### src/rtl/rr_arbiter_8.sv
// Eight-way round-robin arbiter with registered one-hot grant, 1-cycle latency from request in IDLE.
// No backpressure: a grant is released on request drop, enab low or hold timeout, then one dead cycle.
module rr_arbiter_8 #(
   parameter int MAX_HOLD = 15,
   parameter int CNT_W    = 4
) (
   input  logic       clk,
   input  logic       rst,
   input  logic       enab,
   input  logic [7:0] req,
   output logic [7:0] gnt,
   output logic [2:0] gnt_idx,
   output logic       gnt_valid
);

   localparam logic ST_IDLE  = 1'b0;
   localparam logic ST_GRANT = 1'b1;

   localparam bit             TIMED     = (MAX_HOLD != 0);
   localparam logic [CNT_W-1:0] HOLD_LAST = CNT_W'(MAX_HOLD - 1);

   logic             state;
   logic [2:0]       ptr;
   logic [CNT_W-1:0] hold_cnt;

   logic [15:0] req_dbl;
   logic [7:0]  req_rot;
   logic        found;
   logic [2:0]  off;
   logic [2:0]  sel;
   logic        release_now;

   // Rotate so that bit 0 of req_rot is the requester at ptr; first set bit wins.
   assign req_dbl = {req, req} >> ptr;
   assign req_rot = req_dbl[7:0];

   always_comb begin
      found = 1'b0;
      off   = 3'd0;
      for (int i = 0; i < 8; i++) begin
         if (!found && req_rot[i]) begin
            found = 1'b1;
            off   = i[2:0];
         end
      end
   end

   assign sel = ptr + off;

   assign release_now = !req[gnt_idx] || !enab || (TIMED && (hold_cnt == HOLD_LAST));

   always_ff @(posedge clk) begin
      if (rst) begin
         state     <= ST_IDLE;
         ptr       <= 3'd0;
         hold_cnt  <= '0;
         gnt       <= 8'h00;
         gnt_idx   <= 3'd0;
         gnt_valid <= 1'b0;
      end else begin
         case (state)
            ST_IDLE: begin
               if (enab && found) begin
                  state     <= ST_GRANT;
                  gnt       <= 8'h01 << sel;
                  gnt_idx   <= sel;
                  gnt_valid <= 1'b1;
                  hold_cnt  <= '0;
               end
            end
            default: begin
               if (release_now) begin
                  // gnt_idx is left holding the last winner.
                  state     <= ST_IDLE;
                  gnt       <= 8'h00;
                  gnt_valid <= 1'b0;
                  ptr       <= gnt_idx + 3'd1;
               end else if (TIMED) begin
                  hold_cnt <= hold_cnt + 1'b1;
               end
            end
         endcase
      end
   end

endmodule

### config.mk
export PLATFORM = sky130hd
export DESIGN_NAME = rr_arbiter_8
export DESIGN_NICKNAME = d
export VERILOG_FILES = /design/src/rtl/rr_arbiter_8.sv
export SDC_FILE = /design/constraint.sdc
export NUM_CORES = 1
export LEC_CHECK = 0
export CELL_PAD_IN_SITES_DETAIL_PLACEMENT = 1
export CELL_PAD_IN_SITES_GLOBAL_PLACEMENT = 1
export CORE_MARGIN = 2
export CORE_UTILIZATION = 37
export DETAILED_ROUTE_END_ITERATION = 16
export PLACE_DENSITY = 0.75
export SYNTH_ARGS = -nofsm -noshare
export SYNTH_HDL_FRONTEND = slang
export SYNTH_SLANG_ARGS = --single-unit
### constraint.sdc
create_clock -name clk -period 3.4 [get_ports clk]
set_input_delay 0.34 -clock clk [delete_from_list [all_inputs] [get_ports clk]]
set_output_delay 0.34 -clock clk [all_outputs]
set_load 0.1 [all_outputs]
==> results of run 1 <==
-- where the power goes --
part	leakage [nW]	switching [mW]	internal, mW
clock	0.0357	0.0870	0.157
combinational	0.616	0.170	0.131
sequential	0.163	0.0135	0.243
total	0.815	0.270	0.532
-- state kept, by name, indices dropped and copies added (netlist names) --
register	count
gnt	8
hold_cnt	4
gnt_idx	3
ptr	3
gnt_valid	1
state	1
-- layer usage --
metal,track usage,part of all wire
met5,0,0
met4,0.04412,0.012
met1,0.3109,0.44
met3,0.03409,0.034
met2,0.3582,0.51
-- metrics by stage --
| step | setup TNS [ns] | util | power [mW] | hold slack (ns) |
|---|---|---|---|---|
| after global routing | -1.105 | 0.5457 | 0.8354 | 0.4917 |
| after floorplan | -0.3560 | - | 0.4385 | 0.4737 |
| after global placement | -2.696 | 0.5043 | 0.5286 | 0.4441 |
| final | -0.4983 | 0.5457 | 0.8016 | 0.4615 |
| after detailed placement | -3.196 | 0.5043 | 0.5384 | 0.4555 |
| after CTS | -0.3348 | 0.5280 | 0.7876 | 0.4653 |
-- layout by cell type, fill, tap and decap left out, types with 3 or more instances in the layout --
cell type / instances
buf_4: 35
a21oi_1: 20
dfxtp_1: 19
nand2_1: 17
clkdlybuf4s50_1: 14
nand3_1: 12
mux2i_1: 8
mux4_2: 8
nor2_1: 7
dlygate4sd2_1: 7
inv_1: 4
a31oi_1: 4
mux2i_4: 3
a21oi_2: 3
o21ai_1: 3
nand4_1: 3
ha_1: 3
clkbuf_8: 3
-- what timing repair did --
action / in CTS / in global routing
resized for setup: 16 / 10
pin swaps: 5 / 5
setup buffers: 0 / 4
endpoints found under the setup margin: 9 / 9
-- worst max-delay path by stage --
stage	to	slack [ns]	depth (start not counted)
finish	gnt[1]$_SDFFE_PP0P_	-0.20	11
global route	gnt[1]$_SDFFE_PP0P_	-0.30	11
detailed placement	gnt[1]$_SDFFE_PP0P_	-0.49	12
CTS	gnt[1]$_SDFFE_PP0P_	-0.17	11
global placement	gnt[1]$_SDFFE_PP0P_	-0.36	12
floorplan	gnt[1]$_SDFFE_PP0P_	-0.18	13
-- area by class of cell --
class | count | share of cell area
clock buffer | 3 | 0.01878
clock inverter | 1 | 0.01366
inverter | 5 | 0.008537
multi-input combinational | 132 | 0.5139
sequential | 20 | 0.1838
tap | 50 | 0.02846
timing repair buffer | 59 | 0.2328
-- logic make-up (layout without fill, tap and decap cells) --
logic type	Yosys count	in the layout
and+or+nand+nor	53	53
AOI/OAI and AO/OA	46	46
muxes	26	26
DFF	20	20
buffers and inverters	15	68
adders and majority gates	5	5
xor gates and xnor gates	2	2
-- synthesized netlist by cell type, types with 3 or more instances --
cell,count
dfxtp_1,20
buf_6,3
nand4_1,3
o21ai_0,3
a31oi_1,5
ha_1,4
mux2_1,3
nand2_1,17
nor2_1,8
clkbuf_1,4
mux2i_1,11
a21oi_1,22
mux4_2,8
nand3_1,12
inv_1,4
-- critical path, delay by kind of cell (launching register included) --
kind	cells	cell delay, ns
AND/OR/NAND/NOR	3	1.02
multiplexers	2	0.84
adder cells (fa/ha/maj)	2	0.66
AO/OA/AOI/OAI	4	0.61
flip-flops	1	0.40
==> qor.yml, run 1 <==
status:
  status: "finished, violations left"
  violations: "setup timing"
cells_and_area:
  ff_latch_area_um2: 404.1
  areaGrowthSynthToFinish_pct: 41.58
  stdcell_count: 270
  n_antenna_cell: 0
  nFillCells: 475
  final_cell_area_mm2: 0.002198
  final_nets: 237
  multi_input_area_mm2: 0.001130
  drive_gt1_frac: 0.3545
synth:
  synth-seq-area-share: 0.2579
  postSynthCellCount: 167
  synthFlopType: "dfxtp_1"
  async_flop_share: 0
  syn_nets: 183
  synth_edf_count: 0
  synth_cell_type_count: 47
  synth_top_area_share: 0.2579
  synthMuxAreaShare: 0.2522
  ys_seq_elements: 20
  synth_compound_area_frac: 0.1950
  synth_top_family_by_area: "multiplexers"
  yosys.area.top_type: "dfxtp_1"
  syn_area_mm2: 0.001553
  synthAdderAreaFrac: 0.04512
  yosys_warnings: 0
  syn_avg_cell_area_um2: 9.298
  synthSimpleGateAreaFrac: 0.1757
  yosys.area_share.xor_xnor: 0.01128
  synthTopCellsByArea: "dfxtp_1 26%, mux4_2 12%, a21oi_1 7.1%"
routing:
  drt-initial-drc-count: 82
  post_drt_wl_per_cell_um: 18.55
  drt_pass1_iterations: 4
  drtAntennaViolNets: 0
  drc: 0
  routed_via_density: 5.870
  wl_um: 5009
  num_vias: 1585
critical_path:
  r2r_slack_ns: -0.20
  arrival_ns: 3.79
  r2r_end: "gnt[1]$_SDFFE_PP0P_"
  crit_chain: "mux2_4 -> or2_0 -> mux4_2 -> a211oi_2 -> a21oi_1 -> o211ai_1 -> ha_2 -> fa_2 -> or3_4 -> or4_4 -> a21oi_2"
  reg2reg_from: "ptr[1]$_SDFFE_PP0P_"
  cp-end-kind: "flip-flop"
  cp_max_fo: 4
  critPathKind: "flip-flop to flip-flop"
  cp_slowest_cell: "mux4_2"
  cpPeakStageDelay_ns: 0.52
  start_kind: "flip-flop"
  critPathRequiredTime_ns: 3.59
  r2r_cells: 11
  critPathLaunch: "ptr[1]$_SDFFE_PP0P_"
timing:
  setup_viol: 3
  fmaxAchievable_mhz: 278.0
  finalCritPeriodShare: 1.058
  tightest_slew_ns: 0.9810
  fin_crit_ns: 3.597
  hold_violations: 0
  setup_ws_ns: -0.1970
  drv_slew: 0
  relSlewSlack: 0.3439
  skew_ns: 0.001054
  rsz0062_at_grt: "true"
run:
  cap_violations: 0
grt:
  grt-ovfl-total: 0
  grt_pass1_wl_um: 7728
  grt_usage: 0.2205
  grt_start_max_net_pins: 21
  antenna_found_initial: 0
  grt_pass1_vias: 1521
cts:
  cts_tree: "done"
  cts_hold_buf: 0
  cts_buffers: 3
  clkSinkCount: 20
  cts_root_buffer: "clkbuf_8"
  clk_pin_slew_ns: 0.08
  cts_buffer_depth: 2
  clk_latency_ns: 0.26
  cts_max_level: 1
placed_design:
  place_hpwl_um: 3579
  pre_cts_slack_ns: -0.4889
  place.gp.congestion: 0.9313
  placed_area_mm2: 0.002032
  numPortBuffers: 22
  placed_cells: 262
worst_hold_path:
  hold_start: "gnt_valid$_SDFFE_PP0P_"
  holdPathStages: 2
  hold_end: "gnt_valid$_SDFFE_PP0P_"
  hold_class: "flip-flop to flip-flop"
die:
  die_h_um: 68.78
  core_area_mm2: 0.004029
  dieWidth_um: 68.78
  rows: 23
  initial_utilization: 0.3854
  die_area_mm2: 0.004731
  num_io_pins: 23
power:
  leakage_nw: 0.8146
  peakVddDrop_mv: 0.2555
  powerDensity_mw_per_mm2: 364.6
(Power assumes the default switching activity.)
==> inputs of run 2 (changes only) <==
--- a/config.mk
+++ b/config.mk
@@ -10,7 +10,8 @@
 export CORE_MARGIN = 2
 export CORE_UTILIZATION = 37
 export DETAILED_ROUTE_END_ITERATION = 16
-export PLACE_DENSITY = 0.75
+export MAX_ROUTING_LAYER = met4
+export PLACE_DENSITY = 0.76
 export SYNTH_ARGS = -nofsm -noshare
 export SYNTH_HDL_FRONTEND = slang
 export SYNTH_SLANG_ARGS = --single-unit
==> qor.yml, run 2 (synthesized netlist as in run 1, its figures left out) <==
cts:
  cts_max_level: 1
  post_cts_buffers: 0
  clk_pin_slew_ns: 0.08
  cts_tree: "done"
  clkSinkCount: 20
  cts_buffer_depth: 2
  cts_root_buffer: "clkbuf_8"
  clk_latency_ns: 0.26
  cts_buffers: 3
critical_path:
  cp_max_fo: 4
  r2r_cells: 11
  r2r_slack_ns: -0.15
  cp_slowest_cell: "clkdlybuf4s50_1"
  critPathLaunch: "req[1]"
  critPathRequiredTime_ns: 3.58
  crit_buf_inv: 1
  arrival_ns: 3.73
  start_kind: "input pin"
  path_delay_family: "simple AND/OR/NAND/NOR gates"
  cp-end-kind: "flip-flop"
  crit_cells: 12
  cpPeakStageDelay_ns: 0.56
  r2r_end: "gnt[1]$_SDFFE_PP0P_"
  critPathKind: "input pin to flip-flop"
  reg2reg_from: "ptr[1]$_SDFFE_PP0P_"
  cp_common_cell: "a21oi_1"
  crit_chain: "clkdlybuf4s50_1 -> mux2i_4 -> nand2b_1 -> mux4_2 -> a211oi_2 -> a21oi_1 -> o211ai_1 -> ha_2 -> fa_2 -> or3_4 -> or4_1 -> a21oi_1"
grt:
  grt_pass1_wl_um: 8010
  grt_usage: 0.2338
  grt-ovfl-total: 0
  grt_pass1_vias: 1699
  antenna_found_initial: 0
  grt_start_max_net_pins: 21
routing:
  drt-initial-drc-count: 63
  drc: 0
  wl_um: 5148
  num_vias: 1556
  drtAntennaViolNets: 0
  drt_pass1_iterations: 4
  post_drt_wl_per_cell_um: 19.14
  routed_via_density: 5.784
cells_and_area:
  final_cell_area_mm2: 0.002180
  largest_reg_flops: 8
  top_register: "gnt"
  areaGrowthSynthToFinish_pct: 40.37
  drive_gt1_frac: 0.3333
  biggestRegsByFlops: "gnt (8), hold_cnt (4)"
  final_common_cell: "buf_4"
  final_cell_mix: "36 x buf_4, 22 x a21oi_1, 19 x dfxtp_1, 17 x nand2_1, 16 x clkdlybuf4s50_1"
  stdcell_count: 269
  fin_util: 0.5410
  n_antenna_cell: 0
  final_nets: 236
die:
  num_io_pins: 23
  die_area_mm2: 0.004731
  rows: 23
  dieWidth_um: 68.78
  initial_utilization: 0.3854
  core_area_mm2: 0.004029
  die_h_um: 68.78
run:
  cap_violations: 0
status:
  violations: "setup timing"
  status: "finished, violations left"
timing:
  rsz0062_at_grt: "true"
  hold_violations: 0
  drv_slew: 0
  fin_crit_ns: 3.552
  setup_viol: 3
  tightest_slew_ns: 0.9821
  timing.hold.ws_ns: 0.4680
  finalCritPeriodShare: 1.045
  skew_ns: 0.005122
  setup_ws_ns: -0.1519
  relSlewSlack: 0.3432
  setup_tns_ns: -0.3107
  fmaxAchievable_mhz: 281.5
placed_design:
  pre_cts_slack_ns: -0.4827
  place.gp.congestion: 0.8565
  placed_cells: 265
  place_hpwl_um: 3784
  numPortBuffers: 22
  placed_area_mm2: 0.002042
worst_hold_path:
  hold_end: "gnt_valid$_SDFFE_PP0P_"
  holdPathStages: 2
  hold_start: "gnt_valid$_SDFFE_PP0P_"
  hold_class: "flip-flop to flip-flop"
power:
  power.total_mw: 0.7953
  peakVddDrop_mv: 0.2653
  leakage_nw: 0.7954
  powerDensity_mw_per_mm2: 364.9
-- run 2: worst reg2reg max path, stage by stage, from the launching register on --
cell and delay (ns):
dfxtp_4 0.39, mux2_4 0.31, or2_0 0.20, mux4_2 0.51, a211oi_2 0.20, a21oi_1 0.06, o211ai_1 0.19, ha_2 0.22
fa_2 0.44, or3_4 0.39, or4_1 0.41, a21oi_1 0.14
-- run 2: how the worst max path moves through the flow --
stage               slack (ns)                  end
global route             -0.26  gnt[1]$_SDFFE_PP0P_
finish                   -0.15  gnt[1]$_SDFFE_PP0P_
detailed placement       -0.48  gnt[5]$_SDFFE_PP0P_
CTS                      -0.14  gnt[5]$_SDFFE_PP0P_
floorplan                -0.18  gnt[1]$_SDFFE_PP0P_
global placement         -0.40  gnt[1]$_SDFFE_PP0P_
-- run 2: where the power goes --
group / internal (mW) / switching [mW] / total [mW]
clock: 0.157 / 0.0816 / 0.239
sequential: 0.244 / 0.0107 / 0.254
combinational: 0.129 / 0.173 / 0.302
-- run 2: layout make-up --
class                      instances  area (µm²)
clock inverter                     1       30.03
fill                             460        1849
timing repair buffer              58       483.0
multi-input combinational        132        1140
tap                               50       62.56
inverter                           5       18.77
sequential                        20       404.1
clock buffer                       3       41.29
-- run 2: timing repair --
| action | 4_1_cts | 5_1_grt |
|---|---|---|
| endpoints found under the setup margin | 9 | 9 |
| hold buffers | 0 | 0 |
| gates cloned | 0 | 0 |
| pin swaps | 1 | 6 |
| resized for setup | 16 | 5 |
-- run 2: routing by layer --
layer  vias up  share of wire  track usage
met5         -              0            -
met1       769           0.41       0.2618
met2        31           0.53       0.4171
met3        15          0.027      0.02760
met4         0          0.034       0.1029
li1        741              -            -
==> patch (flow settings as in run 2) <==
`CNT_W`: 4 -> 6.
--- a/src/rtl/rr_arbiter_8.sv
+++ b/src/rtl/rr_arbiter_8.sv
@@ -2,7 +2,7 @@
 // No backpressure: a grant is released on request drop, enab low or hold timeout, then one dead cycle.
 module rr_arbiter_8 #(
    parameter int MAX_HOLD = 15,
-   parameter int CNT_W    = 4
+   parameter int CNT_W    = 6
 ) (
    input  logic       clk,
    input  logic       rst,
Behaviour: no difference found for any inputs over 10 cycles, from zero or initial values and one cycle with rst high; that may be too few to reach the edited logic, so the function may still have changed.
==> patch against run 2 <==
Area after synthesis increased by 10%; worst setup slack better by 0.39 ns; sequential cell count increased by 2; first-iteration DRC count is 19% lower; sequential power rose by 14%; core utilization is 4.4 points lower; wire length shrank 11%; fmax is 12% higher; total power is 1.2% higher; final cell count increased by 6.3%; design area increased by 0.75%; critical endpoint unchanged; highest routed layer unchanged.
==> patch: results (changes against run 2) <==
Status:
- Outcome: complete, no violations (was finished with violations).

Routing:
- The via total after detailed routing is 1,610 (was 1,556).
- The wire length per cell is 15.9 um (was 19.1 um).
- The total wirelength of the detailed-routed design is 4560 um (was 5150 um).

Finish:
- The total non-filler cell area in the finished layout came to 2200 sq um (was 2180 sq um).
- The final layout net count is 251 (was 236).
- The total of fill cells in the finished design is 532 (was 460).
- Leading registers by flop count: gnt x8, hold_cnt x6 (was gnt x8, hold_cnt x4).

Synthesis:
- The number of instances in the synthesized netlist is 194 (was 167).
- The area share of xor/xnor cells in the synthesized design is 1.54% (was 1.13%).
- The share of cell area taken by muxes after synthesis is 18.8% (was 25.2%).
- The number of library cell types mapped by synthesis is 53 (was 47).
- The adder-cell share of the synthesized area is 4.10% (was 4.51%).
- The synthesized net count came to 210 (was 183).
- Most area-consuming cells after synthesis: sky130_fd_sc_hd__dfxtp_1 26%, sky130_fd_sc_hd__mux4_2 7.9%, sky130_fd_sc_hd__a21oi_1 6.2% (was sky130_fd_sc_hd__dfxtp_1 26%, sky130_fd_sc_hd__mux4_2 12%, sky130_fd_sc_hd__a21oi_1 7.1%).
- The sequential element share of the synthesized area is 25.8% (about the same).

Pwr:
- The clock network power share came to 23.5% (was 30.0%).
- The worst vdd rail ir drop is 177 uV (was 265 uV).
- The static leakage came to 0.887 nW (was 0.795 nW).
- The proportion of power drawn by combinational gates is 40.5% (was 38.0%).
- The power of the combinational group is 0.000326 W (was 0.000302 W).
- The power dissipated by switching net loads is 0.000295 W (was 0.000266 W).

Global routing:
- The total global-route track usage is 19.8% (was 23.4%).
- The first-pass GRT wire length is 8020 um (was 8010 um).
- The largest net degree at the start of global routing is 25 (was 21).

Critical path:
- The cell with the largest stage delay on the worst path is sky130_fd_sc_hd__mux4_2 (was sky130_fd_sc_hd__clkdlybuf4s50_1).
- The number of cells on the worst reg-to-reg path is 15 (was 11).
- The gate family responsible for the most delay along the worst path is compound AO/OA/AOI/OAI gates (was simple AND/OR/NAND/NOR gates).
- The minimum setup slack among reg-to-reg paths is 0.27 ns (was -0.15 ns).
- The critical-path maximum fanout came to 4 (unchanged).
- The data arrival time of the critical path came to 3.36 ns (was 3.73 ns).

Timing:
- The measured slew at the worst slew-check pin is 0.966 ns (was 0.982 ns).
- The worst hold margin is 0.455 ns (was 0.468 ns).
- The clock skew after layout is 0.00421 ns (was 0.00512 ns).

Placement:
- The cell area reported after detailed placement is 2100 sq um (was 2040 sq um).
- The placed cell count is 282 (was 265).
- The setup slack after placement was -0.150 ns (was -0.483 ns).
- The HPWL after detailed placement is 3600 um (was 3780 um).

Clocking:
- The number of gates resized after cts came to 0 (was 16).
[patch: cell types whose count changed after synthesis, sizes merged, moves of 4 or more]
cell	run 2	this run
o21ai	5	15
nor2	8	14
nand3	12	18
nand2	17	13
inv	5	10
[patch: path summary, 6_finish.rpt]
check	startpoint	endpoint
min reg2reg	gnt_valid$_SDFFE_PP0P_	gnt_valid$_SDFFE_PP0P_
min	gnt_valid$_SDFFE_PP0P_	gnt_valid$_SDFFE_PP0P_
max	req[1]	gnt[1]$_SDFFE_PP0P_
max reg2reg	ptr[1]$_SDFFE_PP0P_	gnt[1]$_SDFFE_PP0P_
[patch: area by class of cell]
type | count | area share, %
Sequential cell | 22 | 20.2
Multi-Input combinational cell | 151 | 53.6
Timing Repair Buffer | 47 | 19.0
Inverter | 10 | 1.71
Tap cell | 52 | 2.96
Clock buffer | 4 | 2.51
[patch: layer usage]
metal / part of all wire (%) / track usage, %
met1: 48 / 25.7
met2: 49 / 32.9
met3: 2.1 / 3.06
met4: 0.96 / 4.19
met5: 0 / -
